$ cat config.mk
export PLATFORM = sky130hd
export DESIGN_NAME = dig_ct_gen
export DESIGN_NICKNAME = d
export VERILOG_FILES = /design/src/rtl/dig_ct_gen_pkg.sv /design/src/rtl/dig_ct_chan.sv /design/src/rtl/dig_ct_gen.sv
export SDC_FILE = /design/constraint.sdc
export NUM_CORES = 1
export LEC_CHECK = 0
export BUFFER_PORTS_ARGS = -buffer_cell sky130_fd_sc_hd__buf_2
export CORE_MARGIN = 5
export CORE_UTILIZATION = 50
export DETAILED_ROUTE_END_ITERATION = 6
export PLACE_DENSITY = 0.71
export SLEW_MARGIN = 10
export SYNTH_ARGS = -nofsm -noshare
export SYNTH_HDL_FRONTEND = slang
export SYNTH_HIERARCHICAL = 1
export SYNTH_SLANG_ARGS = --single-unit
$ cat constraint.sdc
create_clock -name CLK -period 2.4 [get_ports CLK]
set_clock_uncertainty 0.15 [all_clocks]
set_input_delay 0.24 -clock CLK [delete_from_list [all_inputs] [get_ports CLK]]
set_output_delay 0.24 -clock CLK [all_outputs]
set_load 0.005 [all_outputs]
$ cat src/rtl/dig_ct_gen_pkg.sv
// Shared constants and sizing helpers for the truth-table generator and its channels.
package dig_ct_gen_pkg;

    localparam int unsigned DEPTH_MIN = 1;
    localparam int unsigned DEPTH_MAX = 8;

    function automatic int unsigned lut_w(input int unsigned width);
        return 32'd1 << width;
    endfunction

    function automatic int unsigned ch_idx_w(input int unsigned channels);
        return (channels > 1) ? $clog2(channels) : 1;
    endfunction

endpackage

$ cat src/rtl/dig_ct_chan.sv
// One output channel: LUT register, combinational lookup and a saturating toggle counter.
module dig_ct_chan
    import dig_ct_gen_pkg::*;
#(
    parameter int unsigned WIDTH = 5,
    parameter int unsigned CNT_W = 8
) (
    input  logic                    i_clk,
    input  logic                    i_rst,
    input  logic                    i_we,
    input  logic [lut_w(WIDTH)-1:0] i_data,
    input  logic [WIDTH-1:0]        i_idx,
    output logic                    o_bit,
    input  logic                    i_upd,
    input  logic                    i_new,
    input  logic                    i_cur,
    input  logic                    i_clr,
    output logic [CNT_W-1:0]        o_cnt
);

    localparam int unsigned LW = lut_w(WIDTH);

    logic [LW-1:0]    r_lut;
    logic [CNT_W-1:0] r_cnt;

    // Lookup reads the pre-write LUT, so a sample coincident with a write sees old contents.
    assign o_bit = r_lut[i_idx];
    assign o_cnt = r_cnt;

    always_ff @(posedge i_clk) begin
        if (i_rst) begin
            r_lut <= '0;
            r_cnt <= '0;
        end else begin
            if (i_we) begin
                r_lut <= i_data;
            end
            if (i_clr) begin
                r_cnt <= '0;
            end else if (i_upd && (i_new != i_cur) && (r_cnt != '1)) begin
                r_cnt <= r_cnt + 1'b1;
            end
        end
    end

endmodule

$ cat src/rtl/dig_ct_gen.sv
// Multi-channel LUT logic generator: config decode, DEPTH-stage output pipeline, per-channel toggle counts.
module dig_ct_gen
    import dig_ct_gen_pkg::*;
#(
    parameter int unsigned WIDTH    = 5,
    parameter int unsigned CHANNELS = 3,
    parameter int unsigned DEPTH    = 1,
    parameter int unsigned CNT_W    = 8
) (
    input  logic                          CLK,
    input  logic                          RST,
    input  logic [WIDTH-1:0]              IN,
    input  logic                          IN_VLD,
    input  logic                          CFG_WE,
    input  logic [ch_idx_w(CHANNELS)-1:0] CFG_CH,
    input  logic [lut_w(WIDTH)-1:0]       CFG_DATA,
    input  logic                          CLR_CNT,
    output logic [CHANNELS-1:0]           OUT,
    output logic                          OUT_VLD,
    output logic [CHANNELS*CNT_W-1:0]     TOG_CNT,
    output logic                          CFG_ERR
);

    localparam int unsigned CW = ch_idx_w(CHANNELS);

    if (DEPTH < DEPTH_MIN || DEPTH > DEPTH_MAX) begin : g_bad_depth
        $error("dig_ct_gen: DEPTH out of range 1..8");
    end

    logic [CHANNELS-1:0] w_res;
    logic [CHANNELS-1:0] w_stage_in [DEPTH];
    logic [DEPTH-1:0]    w_vld_in;
    logic [CHANNELS-1:0] r_dat [DEPTH];
    logic [DEPTH-1:0]    r_vld;
    logic                r_cfg_err;
    logic                w_cfg_ok;

    assign w_cfg_ok = (32'(CFG_CH) < CHANNELS);

    always_comb begin
        w_stage_in[0] = w_res;
        w_vld_in[0]   = IN_VLD;
        for (int unsigned k = 1; k < DEPTH; k++) begin
            w_stage_in[k] = r_dat[k-1];
            w_vld_in[k]   = r_vld[k-1];
        end
    end

    // Every stage holds its data when idle, so the last stage doubles as the OUT hold register.
    always_ff @(posedge CLK) begin
        if (RST) begin
            r_vld     <= '0;
            r_cfg_err <= 1'b0;
            for (int unsigned k = 0; k < DEPTH; k++) begin
                r_dat[k] <= '0;
            end
        end else begin
            r_vld     <= w_vld_in;
            r_cfg_err <= CFG_WE && !w_cfg_ok;
            for (int unsigned k = 0; k < DEPTH; k++) begin
                if (w_vld_in[k]) begin
                    r_dat[k] <= w_stage_in[k];
                end
            end
        end
    end

    assign OUT     = r_dat[DEPTH-1];
    assign OUT_VLD = r_vld[DEPTH-1];
    assign CFG_ERR = r_cfg_err;

    for (genvar c = 0; c < CHANNELS; c++) begin : g_ch
        logic w_we;
        assign w_we = CFG_WE && (CFG_CH == CW'(c));

        dig_ct_chan #(
            .WIDTH(WIDTH),
            .CNT_W(CNT_W)
        ) u_chan (
            .i_clk (CLK),
            .i_rst (RST),
            .i_we  (w_we),
            .i_data(CFG_DATA),
            .i_idx (IN),
            .o_bit (w_res[c]),
            .i_upd (w_vld_in[DEPTH-1]),
            .i_new (w_stage_in[DEPTH-1][c]),
            .i_cur (r_dat[DEPTH-1][c]),
            .i_clr (CLR_CNT),
            .o_cnt (TOG_CNT[c*CNT_W +: CNT_W])
        );
    end

endmodule

After elaboration in Yosys (flattened, before gate mapping)
Memory sizes are Yosys's and may differ from the RTL's.
Index checks and enable logic that the tools add are counted.
{"block": "word_totals", "out_inout_bits": 29, "register_bits": 122, "ramBits": 3, "input_bits": 44, "n_memories": 1}
{"memory": "r_dat", "depth": 1, "width": 3, "rd": 1, "rd_clocked_by_memory_dff": 0, "wr": 1, "line_no": "dig_ct_gen.sv:33", "rtl": "logic [CHANNELS-1:0] r_dat [DEPTH];"}
{"block": "op_classes", "n_reduce_logical": 14, "magnitude_cmp": 2, "addsub": 3, "n_mux": 13, "n_eq_ne": 8}
{"operator": "adder 8 x 1 -> 8 bit, second input constant", "n": 3}
{"operator": "!= test 8 bit, second input constant", "n": 3}
{"operator": "binary-select mux 1 bit (select 5 bit)", "n": 3}
{"operator": "logical AND 1 bit", "n": 10}
{"operator": "2-to-1 mux 1 bit", "n": 9}
{"operator": "< comparator 5 x 6 -> 1 bit, second input constant", "n": 1}
{"operator": "2-to-1 mux 3 bit", "n": 1}
{"operator": "!= test 1 bit", "n": 3}
{"operator": "OR reduction 3 bit", "n": 1}
{"operator": "== test 2 x 1 -> 1 bit, second input constant", "n": 1}
{"operator": "== test 2 bit, second input constant", "n": 1}
{"operator": "zero test 2 bit", "n": 1}
{"operator": "< comparator 2 bit, second input constant", "n": 1}
{"operator": "OR reduction 2 bit", "n": 1}
{"operator": "zero test 1 bit", "n": 1}

Longest topological paths before layout
Gate-level depths: netlist of the first run.
{"block": "logic_depth", "ltp_word": 5, "mapped_depth": 12}

By module
The synthesis of the first run kept the hierarchy.
{"module": "dig_ct_chan", "cells_per_inst": 188, "area_each_um2": 1815.5, "instances": 3, "seq_area_each_um2": 800.8}
{"module": "dig_ct_gen", "cells_per_inst": 14, "area_each_um2": 203.9, "instances": 1, "seq_area_each_um2": 130.1}

Worst setup path after synthesis of the first run
No wires, ideal clock.
{"block": "synth_timing", "path_type": "input-to-reg", "startpoint": "in IN[1]", "endpoint": "reg g_ch[0].u_chan.r_cnt[4]", "path_slack_ns": 0.190, "arrival_time_ns": 1.990, "t_required_ns": 2.180, "cell_stages": 11, "setup_ns": 0.070, "n_path_buf": 2, "cell_sequence": "buf_6 -> buf_6 -> mux2i_1 -> a22oi_1 -> nand3_1 -> nand2_1 -> a311o_1 -> xor2_2 -> o211ai_4 -> or3_1 -> a21oi_1"}
{"block": "synth_between", "elab_chain_cells": 5}
{"item": "from (decl)", "line_no": "dig_ct_gen.sv:12", "rtl": "input logic [WIDTH-1:0] IN,"}
{"item": "binary-select mux 1 bit (select 5 bit)", "line_no": "dig_ct_chan.sv:27", "rtl": "assign o_bit = r_lut[i_idx];"}
{"item": "2-to-1 mux 1 bit (not written as such)", "line_no": "dig_ct_chan.sv:27"}
{"item": "named net w_res[0]", "line_no": "dig_ct_gen.sv:30", "rtl": "logic [CHANNELS-1:0] w_res;"}
{"item": "!= test 1 bit", "line_no": "dig_ct_chan.sv:40", "rtl": "end else if (i_upd && (i_new != i_cur) && (r_cnt != '1)) begin"}
{"item": "logical AND 1 bit (2 in series)", "line_no": "dig_ct_chan.sv:40"}
{"item": "to (signal assigned)", "line_no": "dig_ct_chan.sv:41", "rtl": "r_cnt <= r_cnt + 1'b1;"}
{"item": "to (decl)", "line_no": "dig_ct_chan.sv:24", "rtl": "logic [CNT_W-1:0] r_cnt;"}
The timed path passes the listed nets, and every way through them passes these cells. The select of a mux whose other input is x is not followed.
A chain may end at the register's enable or synchronous reset.

Final worst setup path of the first run
{"block": "layout_timing", "startpoint": "reg g_ch[1].u_chan.r_lut[19]", "endpoint": "reg g_ch[1].u_chan.r_cnt[4]"}
{"block": "layout_between", "elab_chain_cells": 5}
{"item": "from (decl)", "line_no": "dig_ct_chan.sv:23", "rtl": "logic [LW-1:0] r_lut;"}
{"item": "from (signal assigned)", "line_no": "dig_ct_chan.sv:36", "rtl": "r_lut <= i_data;"}
{"item": "binary-select mux 1 bit (select 5 bit)", "line_no": "dig_ct_chan.sv:27"}
{"item": "2-to-1 mux 1 bit (not written as such)", "line_no": "dig_ct_chan.sv:27"}
{"item": "named net w_res[1]", "line_no": "dig_ct_gen.sv:30"}
{"item": "!= test 1 bit", "line_no": "dig_ct_chan.sv:40"}
{"item": "logical AND 1 bit (2 in series)", "line_no": "dig_ct_chan.sv:40"}
{"item": "to (signal assigned)", "line_no": "dig_ct_chan.sv:41"}
{"item": "to (decl)", "line_no": "dig_ct_chan.sv:24"}
The timed path passes the listed nets, and every way through them passes these cells. The select of a mux whose other input is x is not followed.

==> summary.txt, run 1 <==
Run status: finished, final reports clean
Routed len/inst: 16.3 um
Largest net degree at the start of global routing: 48
Total Neg Setup Slack: 0 ns
Post-Synthesis Cells: 578
DP Wirelength: 9230 um
Maximum VDD drop: 0.663 mV
Top cell type by total area after synthesis: dfxtp_1
Die Y: 116 um
Min Tclk post-route: 2.28 ns
Gr ovfl total: 0
Final setup vio count: 0
Most frequent CP cell: a21oi_1
Max-Cap Viols: 0
Area Growth Syn to Fin: 27.8%
Drt via density: 5.37
CP max-delay cell: a311o_1
Core box area: 0.0109 mm^2
Simple-gate area share of the yosys netlist: 16.4%
Slew @ Worst Pin: 0.653 ns
Area share of fa/ha/maj cells after synthesis: 0.664%
DRT iter0 DRCs: 261
Cells after DPL: 776
Die area: 0.0135 mm^2
Seq/Total Area, Yosys: 44.8%
Area contributors post-synth: dfxtp_1 43%, mux2i_1 26%, nor2_1 8.0%, xnor2_1 1.9%, nand3_1 1.6%
Post-synth EDFFs: 3
CTS buffer count: 17
IO Pins: 73
# fillers: 887
CTS tree: done
Chip width: 116 um
Nets@finish: 737
Compound-Gate Fraction of Synth Area: 5.51%
Ys async rst share: 0%
Post-route ant nets: 0
CTS Buffer Depth: 2
Post-synth top flop: dfxtp_1
Commonest non-fill, non-tap cell in the layout: mux2i_1
Global Route Usage Sum: 21.6%
Final WL: 13,700 um
Vias: 4,528
Worst slew margin: 56.4%
Num Clock Sinks: 125
Leakage power total: 2.93 nW
Synth top area share: 43.2%
Worst Path Class, Setup: reg2reg
DR pass1 iterations: 5
Diode count: 0
Worst-path fanout max: 9
Post-synthesis xor/xnor area fraction: 3.19%
Initial Util: 51.7%
Global placer's final weighted congestion: 0.902
Most frequent cells in the layout: 146 x mux2i_1, 122 x dfxtp_1, 120 x nor2_1
First-pass GRT wire length: 22,800 um
RSZ-0062 raised after global routing: no
Port-buffer cells: 72
Startpoint Class: flop
Non-filler cells, final: 843
Row count: 38
Synth Net Count: 625
Post-synthesis mux area share: 26.0%
Crit share post-route: 95.1%
HP Class: in2reg
Crit path DAT: 2.48 ns
Power density cells: 741 mW/mm^2
CP Capture Type: flop
Postcts setup bufs: 0
DP Worst Slack: -0.229 ns
Yosys reg bits: 125
Final Hold Viols: 0
Post-synth cell types: 32
Slowest stage delay, CP: 0.39 ns
Cell Chain, Critical Path: mux2i_1 -> a22oi_1 -> nand4b_1 -> a21oi_1 -> a311o_1 -> xor2_2 -> o211ai_4 -> or3_1 -> a21oi_1
PnR Total Power: 5.35 mW
Htree depth: 4
Drt drc: 0
Final setup margin: 0.118 ns
Layout cells sized above 1: 19.5%
Ys Warns: 6
CP Data Required Time: 2.60 ns
Worst-path clk slew: 0.05 ns
Largest family of logic cells by synthesized area: multiplexers
Via count of the first global-routing pass: 4,700
Slew Limit Fails: 0
Clock Latency Late Sink: 0.42 ns
Synth Cell Area: 0.00565 mm^2
Clk root buf: clkbuf_16
Initial antenna violation count: 0
Average size of a mapped cell: 9.78 um^2
Fmax achieved: 438 MHz
[per-layer routing]
| layer | part of all wire [%] | track usage (%) | vias up |
|---|---|---|---|
| met2 | 49 | 36.5 | 116 |
| li1 | - | - | 2225 |
| met3 | 6.0 | 6.27 | 10 |
| met1 | 44 | 27.0 | 2177 |
| met5 | 0 | 0 | - |
| met4 | 1.0 | 5.80 | 0 |
[sequential cells by signal, indices dropped and copies added, names as in the netlist]
| name | cells |
|---|---|
| OUT_VLD | 1 |
| r_dat | 3 |
| g_ch.u_chan/o_cnt | 24 |
| CFG_ERR | 1 |
| g_ch.u_chan/r_lut | 96 |
[worst max-delay path: cells and delay by family, from the launching register on]
kind / cells / cell delay, ns
and+or+nand+nor: 2 / 0.49
xor gates and xnor gates: 1 / 0.19
AOI/OAI and AO/OA: 5 / 0.86
muxes: 1 / 0.23
DFF: 1 / 0.31
[power by group]
| part | switching, mW | total, mW | internal, mW |
|---|---|---|---|
| sequential | 0.0388 | 2.19 | 2.15 |
| combinational | 0.273 | 0.526 | 0.253 |
| clock | 0.945 | 2.63 | 1.69 |
[cells by family after synthesis]
family / count (synthesis)
fa+ha+maj: 3
simple gates: 207
mux: 147
buf+inv: 36
xor+xnor: 18
compound gates: 42
flops: 125
[path summary, 6_finish.rpt]
path	end	cells after the start	slack [ns]	from
max	g_ch[1].u_chan/o_cnt[4]	9	0.12	g_ch[1].u_chan/r_lut[19]
min	OUT_VLD	2	0.07	IN_VLD
max reg2reg	g_ch[1].u_chan/o_cnt[4]	9	0.12	g_ch[1].u_chan/r_lut[19]
min reg2reg	g_ch[1].u_chan/r_lut[25]	2	0.34	g_ch[1].u_chan/r_lut[25]
[metrics by stage]
step / hold slack (ns) / utilization, % / area, um^2
floorplan: 0.162 / - / 5650
global placement: 0.322 / 57.1 / 6240
detailed placement: 0.332 / 57.1 / 6240
CTS: 0.0446 / 65.9 / 7210
global route: 0.0622 / 66.0 / 7220
finish: 0.0681 / 66.0 / 7220
[cells in the mapped netlist (5+ instances only)]
library cell and count:
dfxtp_1 122, nand3_1 18, xnor2_1 12, nor3_1 9, mux2i_1 147, clkbuf_1 18
nor2b_1 7, o21ai_0 6, and3b_1 5, buf_2 9, a21oi_1 15, nand2_1 24
a22oi_1 12, or3_1 6, nor2_1 120, buf_6 6
[cell type report]
cell class | instances | area (um^2) | area share (%)
timing repair buffer | 126 | 941 | 13.0
multi-input combinational | 417 | 2940 | 40.8
clock buffer | 19 | 453 | 6.27
inverter | 3 | 11.3 | 0.156
tap | 140 | 175 | 2.43
clock inverter | 13 | 164 | 2.27
sequential | 125 | 2530 | 35.1
[timing repair]
action	4_1_cts	5_1_grt
hold endpoints to repair	97	0
hold buffers	35	0
resized for setup	0	4
endpoints found under the setup margin	0	5
Power figures use the tool's default switching activity.
==> run 2: changes to the inputs <==
--- a/config.mk
+++ b/config.mk
@@ -10,6 +10,7 @@
 export CORE_UTILIZATION = 50
 export DETAILED_ROUTE_END_ITERATION = 6
 export PLACE_DENSITY = 0.71
+export SETUP_SLACK_MARGIN = 0.3
 export SLEW_MARGIN = 10
 export SYNTH_ARGS = -nofsm -noshare
 export SYNTH_HDL_FRONTEND = slang
==> run 2 against run 1 <==
  * Global-route usage is 0.34 points higher
  * Critical path type unchanged
  * Maximum frequency grew 1.7%
  * Design area grew 1.6%
  * Largest power group unchanged
  * Worst setup slack gained 0.038 ns
  * Sequential power barely moved
  * Die area stayed put
  * Clock power down 2%
  * Routed wire length rose by 1.4%
  * Critical endpoint is now g_ch[2].u_chan/o_cnt[4]
  * Non-clock buffer count rose by 12
  * Highest routed layer unchanged
  * Via count grew 0.99%
  * Largest cell class unchanged
  * Core utilization grew 1.0 points
==> summary.txt, run 2 (synthesized netlist as in run 1, its figures left out) <==
IO Pins: 73 (unchanged)
Initial Util: 51.7% (unchanged)
Htree depth: 4 (unchanged)
Largest Register: g_ch.u_chan/r_lut
Placed inst area: 0.00634 mm^2 (+1.5%)
Clk root buf: clkbuf_16
Worst-path fanout max: 10 (+1)
CTS tree: done
Initial antenna violation count: 0 (unchanged)
Sw power: 1.22 mW (-2.6%)
Die Y: 116 um (unchanged)
Worst Path Class, Setup: reg2reg
Startpoint Class: flop
Worst slew margin: 69.4% (+13 points)
Non-filler cells, final: 854 (+1.3%)
Num Clock Sinks: 125 (unchanged)
DP Worst Slack: -0.280 ns (-0.0513 ns)
Final instance area: 0.00733 mm^2 (+1.6%)
Slew @ Worst Pin: 0.458 ns (-0.195 ns)
Slew Limit Fails: 0 (unchanged)
Most frequent cells in the layout: 144 x mux2i_1, 122 x dfxtp_1, 118 x nor2_1
Commonest non-fill, non-tap cell in the layout: mux2i_1
First-pass GRT wire length: 22,900 um (+0.39%)
Cells after DPL: 786 (+1.3%)
Chip width: 116 um (unchanged)
Routed len/inst: 16.3 um (about the same)
Row count: 38 (unchanged)
Worst-path clk slew: 0.05 ns (about the same)
PnR Total Power: 5.31 mW (-0.74%)
CP Data Required Time: 2.60 ns (about the same)
Gr ovfl total: 0 (unchanged)
Global Route Usage Sum: 21.9% (+0.34 points)
Combinational Power Share: 10.2% (+0.4 points)
Sequential Area: 0.00253 mm^2 (unchanged)
Layout cells sized above 1: 22.5% (+3.1 points)
Drt drc: 0 (unchanged)
Vias: 4,573 (+0.99%)
Die area: 0.0135 mm^2 (unchanged)
Switching portion of total power: 23.1% (-0.43 points)
Internal Power: 4.08 mW (-0.18%)
Largest net degree at the start of global routing: 46 (-4.2%)
Nets@finish: 749 (+1.6%)
Final setup vio count: 0 (unchanged)
# fillers: 867 (-2.3%)
Final setup margin: 0.157 ns (+0.0385 ns)
Maximum VDD drop: 0.842 mV (+27%)
RSZ-0062 raised after global routing: yes
Max reg flops: 96 (unchanged)
Fmax achieved: 446 MHz (+1.7%)
Global placer's final weighted congestion: 0.903 (+0.14%)
Area of the multi-input gates: 0.00300 mm^2 (+1.9%)
DP Wirelength: 9500 um (+3.0%)
CTS buffer count: 17 (unchanged)
Run status: finished, final reports clean
Reg power frac: 41.3% (+0.4 points)
Post-route ant nets: 0 (unchanged)
Power density cells: 724 mW/mm^2 (-2.3%)
Crit share post-route: 93.5% (-1.6 points)
Final Hold Viols: 0 (unchanged)
Diode count: 0 (unchanged)
Min Tclk post-route: 2.24 ns (-0.0385 ns)
Clock power frac: 48.5% (-0.8 points)
Via count of the first global-routing pass: 4,716 (+0.34%)
Leakage power total: 2.97 nW (+1.4%)
HP Class: in2reg
Core box area: 0.0109 mm^2 (unchanged)
Area Growth Syn to Fin: 29.8%
CP Capture Type: flop
DRT iter0 DRCs: 337 (+29%)
Util after Layout: 67.1% (+1.0 points)
Clock Latency Late Sink: 0.42 ns (about the same)
CTS Buffer Depth: 2 (unchanged)
Max-Cap Viols: 0 (unchanged)
DR pass1 iterations: 5 (unchanged)
Final WL: 13,900 um (+1.4%)
Crit path DAT: 2.44 ns (-0.04 ns)
Port-buffer cells: 72 (unchanged)
Drt via density: 5.35 (-0.31%)
-- run 2: changes by cell type in the layout (fill, tap and decap cells not counted), sizes merged --
cell,delta
buf,+12
clkinv,+2
inv,-1
clkinvlp,-2
-- run 2: worst max-delay path, cell delays in order, from the launching register on --
cell and delay [ns]:
dfxtp_1 0.33, mux2i_1 0.09, a22oi_1 0.19, nand4b_1 0.17, a21oi_2 0.16, a311o_1 0.23, xor2_2 0.21, o211ai_4 0.16
or3_1 0.34, a21oi_1 0.14
-- run 2: path summary, 6_finish.rpt --
check	cells after the start	slack [ns]	endpoint	startpoint
max reg2reg	9	0.16	g_ch[2].u_chan/o_cnt[4]	g_ch[2].u_chan/r_lut[19]
min reg2reg	2	0.34	g_ch[1].u_chan/r_lut[28]	g_ch[1].u_chan/r_lut[28]
min	2	0.06	OUT_VLD	IN_VLD
max	9	0.16	g_ch[2].u_chan/o_cnt[4]	g_ch[2].u_chan/r_lut[19]
-- run 2: stage by stage --
step	setup TNS, ns	hold slack [ns]
after floorplan	0	0.162
after global placement	-3.71	0.323
after detailed placement	-4.41	0.331
after CTS	0	0.0504
after global routing	0	0.0454
final	0	0.0607
-- run 2: power groups by stage --
stage	combinational, mW	clock (mW)	sequential [mW]
after detailed placement	0.485	0	2.23
final	0.543	2.57	2.19
after global placement	0.474	0	2.23
after floorplan	0.318	0	2.22
after CTS	0.541	2.62	2.19
after global routing	0.591	2.74	2.20
-- run 2: what timing repair did --
item,4_1_cts,5_1_grt
pin swaps,4,1
setup buffers,2,0
setup endpoints to repair,24,24
hold buffers,35,0
gates resized for setup,8,1
hold endpoints to repair,97,0
gates cloned,0,0
-- run 2: area by class of cell --
| cell class | instances | share of cell area, % |
|---|---|---|
| clock inverters | 12 | 1.96 |
| multi-input cells | 417 | 40.9 |
| inverters | 3 | 0.154 |
| well taps | 140 | 2.39 |
| flip-flops and latches | 125 | 34.5 |
| clock buffers | 19 | 6.18 |
| repair buffers | 138 | 13.9 |
-- run 2: routing by layer --
| metal | wire (um) | share of wire, % | GRT usage (%) | vias to the layer above |
|---|---|---|---|---|
| li1 | - | - | - | 2249 |
| met1 | 6170 | 44 | 26.4 | 2178 |
| met2 | 6800 | 49 | 36.3 | 126 |
| met3 | 763 | 5.5 | 8.39 | 20 |
| met4 | 191 | 1.4 | 6.88 | 0 |
| met5 | 0 | 0 | 0 | - |
==> run 3: changes to the inputs <==
--- a/config.mk
+++ b/config.mk
@@ -5,7 +5,7 @@
 export SDC_FILE = /design/constraint.sdc
 export NUM_CORES = 1
 export LEC_CHECK = 0
-export BUFFER_PORTS_ARGS = -buffer_cell sky130_fd_sc_hd__buf_2
+export BUFFER_PORTS_ARGS = -buffer_cell sky130_fd_sc_hd__buf_4
 export CORE_MARGIN = 5
 export CORE_UTILIZATION = 50
 export DETAILED_ROUTE_END_ITERATION = 6
==> run 3 against run 2 <==
  * First-iteration DRC count decreased by 3.6%
  * Global-route usage increased by 0.26 points
  * Clock-buffer cell count increased by 3
  * Worst setup slack got worse by 0.10 ns
  * Register-to-register slack got worse by 0.10 ns
  * Hold slack got worse by 0.028 ns
  * Largest cell class unchanged
  * Sequential power about the same
  * Design area increased by 3.4%
  * Critical path depth increased by 1
  * Cell count decreased by 0.35%
  * Largest power group unchanged
  * Critical endpoint is now g_ch[0].u_chan/o_cnt[0]
==> summary.txt, run 3 (synthesized netlist as in run 1, its figures left out) <==
Slew @ Worst Pin: 0.440 ns (-0.0184 ns)
CTS Buffer Depth: 2 (unchanged)
DR pass1 iterations: 5 (unchanged)
Clock Latency Late Sink: 0.42 ns (about the same)
Post-route ant nets: 0 (unchanged)
Worst Path Class, Setup: reg2reg
Max-Cap Viols: 0 (unchanged)
Run status: finished, final reports clean
Final Hold Viols: 0 (unchanged)
DRT iter0 DRCs: 325 (-3.6%)
Cells after DPL: 780 (-0.76%)
DP Wirelength: 9320 um (-1.9%)
Nets@finish: 746 (-0.40%)
Util after Layout: 69.3% (+2.3 points)
Crit share post-route: 97.8% (+4.3 points)
Max reg flops: 96 (unchanged)
Crit path DAT: 2.50 ns (+0.06 ns)
Area Growth Syn to Fin: 34.2%
Layout cells sized above 1: 23.9% (+1.4 points)
Slowest stage delay, CP: 0.40 ns (+0.06 ns)
Vias: 4,723 (+3.3%)
Min Tclk post-route: 2.35 ns (+0.103 ns)
Most frequent cells in the layout: 143 x mux2i_1, 117 x nor2_1, 116 x dfxtp_1
Core box area: 0.0109 mm^2 (unchanged)
Gr ovfl total: 0 (unchanged)
CP max-delay cell: a311o_1
Row count: 38 (unchanged)
Drt via density: 5.55 (+3.6%)
Drt drc: 0 (unchanged)
Commonest non-fill, non-tap cell in the layout: mux2i_1
Worst-path clk slew: 0.06 ns (about the same)
Worst-path fanout max: 4 (-6)
Diode count: 0 (unchanged)
CP Capture Type: flop
Port-buffer cells: 72 (unchanged)
Clk root buf: clkbuf_16
Non-filler cells, final: 851 (-0.35%)
RSZ-0062 raised after global routing: yes
CP top delay family: compound AO/OA/AOI/OAI gates
Routed len/inst: 17.4 um (+6.5%)
Global placer's final weighted congestion: 0.844 (-6.5%)
Total Neg Setup Slack: 0 ns (unchanged)
Final WL: 14,800 um (+6.1%)
CP Data Required Time: 2.55 ns (-0.05 ns)
Initial antenna violation count: 0 (unchanged)
Initial Util: 51.7% (unchanged)
HP Class: in2reg
# fillers: 824 (-5.0%)
Worst slew margin: 70.7% (+1.2 points)
Largest Register: g_ch.u_chan/r_lut
Slew Limit Fails: 0 (unchanged)
CTS buffer count: 17 (unchanged)
Die Y: 116 um (unchanged)
Worst path bufs/invs: 1 (+1)
Chip width: 116 um (unchanged)
IO Pins: 73 (unchanged)
Power density cells: 724 mW/mm^2 (about the same)
Fmax achieved: 426 MHz (-4.4%)
First-pass GRT wire length: 23,100 um (+0.93%)
Die area: 0.0135 mm^2 (unchanged)
Maximum VDD drop: 0.495 mV (-41%)
Num Clock Sinks: 125 (unchanged)
CTS tree: done
Via count of the first global-routing pass: 4,648 (-1.4%)
Htree depth: 4 (unchanged)
Cell Chain, Critical Path: mux2i_2 -> a22oi_1 -> nand4b_1 -> a21oi_2 -> a311o_1 -> xor2_2 -> o211ai_2 -> buf_4 -> xor2_1 -> nor2_1
Leakage power total: 3.01 nW (+1.5%)
Startpoint Class: flop
Global Route Usage Sum: 22.2% (+0.26 points)
Largest net degree at the start of global routing: 45 (-2.2%)
Final setup vio count: 0 (unchanged)
-- run 3: changes by cell type in the layout (fill, tap and decap cells not counted), moves of 3 or more --
cell / change
buf_2: -72
clkinv_2: -3
a21oi_2: +4
a21oi_1: -4
dfxtp_2: +6
buf_6: +3
dfxtp_1: -6
buf_4: +65
-- run 3: cell type report --
class / instances / area, um^2 / area share (%)
Clock buffer: 22 / 507 / 6.68
Sequential cell: 125 / 2540 / 33.5
Clock inverter: 9 / 130 / 1.72
Inverter: 3 / 11.3 / 0.149
Tap cell: 140 / 175 / 2.31
Multi-Input combinational cell: 419 / 3060 / 40.3
Timing Repair Buffer: 133 / 1160 / 15.3
-- run 3: metrics by stage --
| stage | hold WS (ns) | worst slack [ns] | cell area, um^2 | power, mW |
|---|---|---|---|---|
| after floorplan | 0.162 | 0.222 | 5720 | 2.54 |
| after global placement | 0.321 | -0.134 | 6460 | 2.72 |
| after detailed placement | 0.329 | -0.234 | 6460 | 2.73 |
| after CTS | 0.0164 | 0.161 | 7470 | 5.50 |
| after global routing | 0.0296 | -0.0433 | 7580 | 5.69 |
| final | 0.0330 | 0.0538 | 7580 | 5.49 |
-- run 3: final timing paths --
kind / start / end / slack, ns / cells past startpoint
hold / removal: RST / g_ch[1].u_chan/r_lut[29] / 0.03 / 2
hold reg to reg: g_ch[1].u_chan/r_lut[9] / g_ch[1].u_chan/r_lut[9] / 0.34 / 2
setup reg to reg: g_ch[0].u_chan/r_lut[17] / g_ch[0].u_chan/o_cnt[0] / 0.05 / 10
setup / recovery: g_ch[0].u_chan/r_lut[17] / g_ch[0].u_chan/o_cnt[0] / 0.05 / 10
-- run 3: power breakdown --
group	switching (mW)	total [mW]	internal, mW
clock	0.912	2.71	1.80
combinational	0.294	0.588	0.294
sequential	0.0409	2.19	2.15
-- run 3: timing repair --
item,CTS,global route
hold buffers,35,0
endpoints found under the hold margin,97,0
pin swaps,2,6
setup endpoints to repair,23,24
setup buffers,1,2
gates resized for setup,3,23
cloned,0,2
-- run 3: layer usage --
| metal | GRT usage (%) | up-vias | part of all wire (%) |
|---|---|---|---|
| li1 | - | 2261 | - |
| met1 | 26.4 | 2271 | 42 |
| met2 | 37.5 | 159 | 50 |
| met3 | 7.31 | 32 | 6.4 |
| met4 | 7.89 | 0 | 2.1 |
| met5 | 0 | - | 0 |
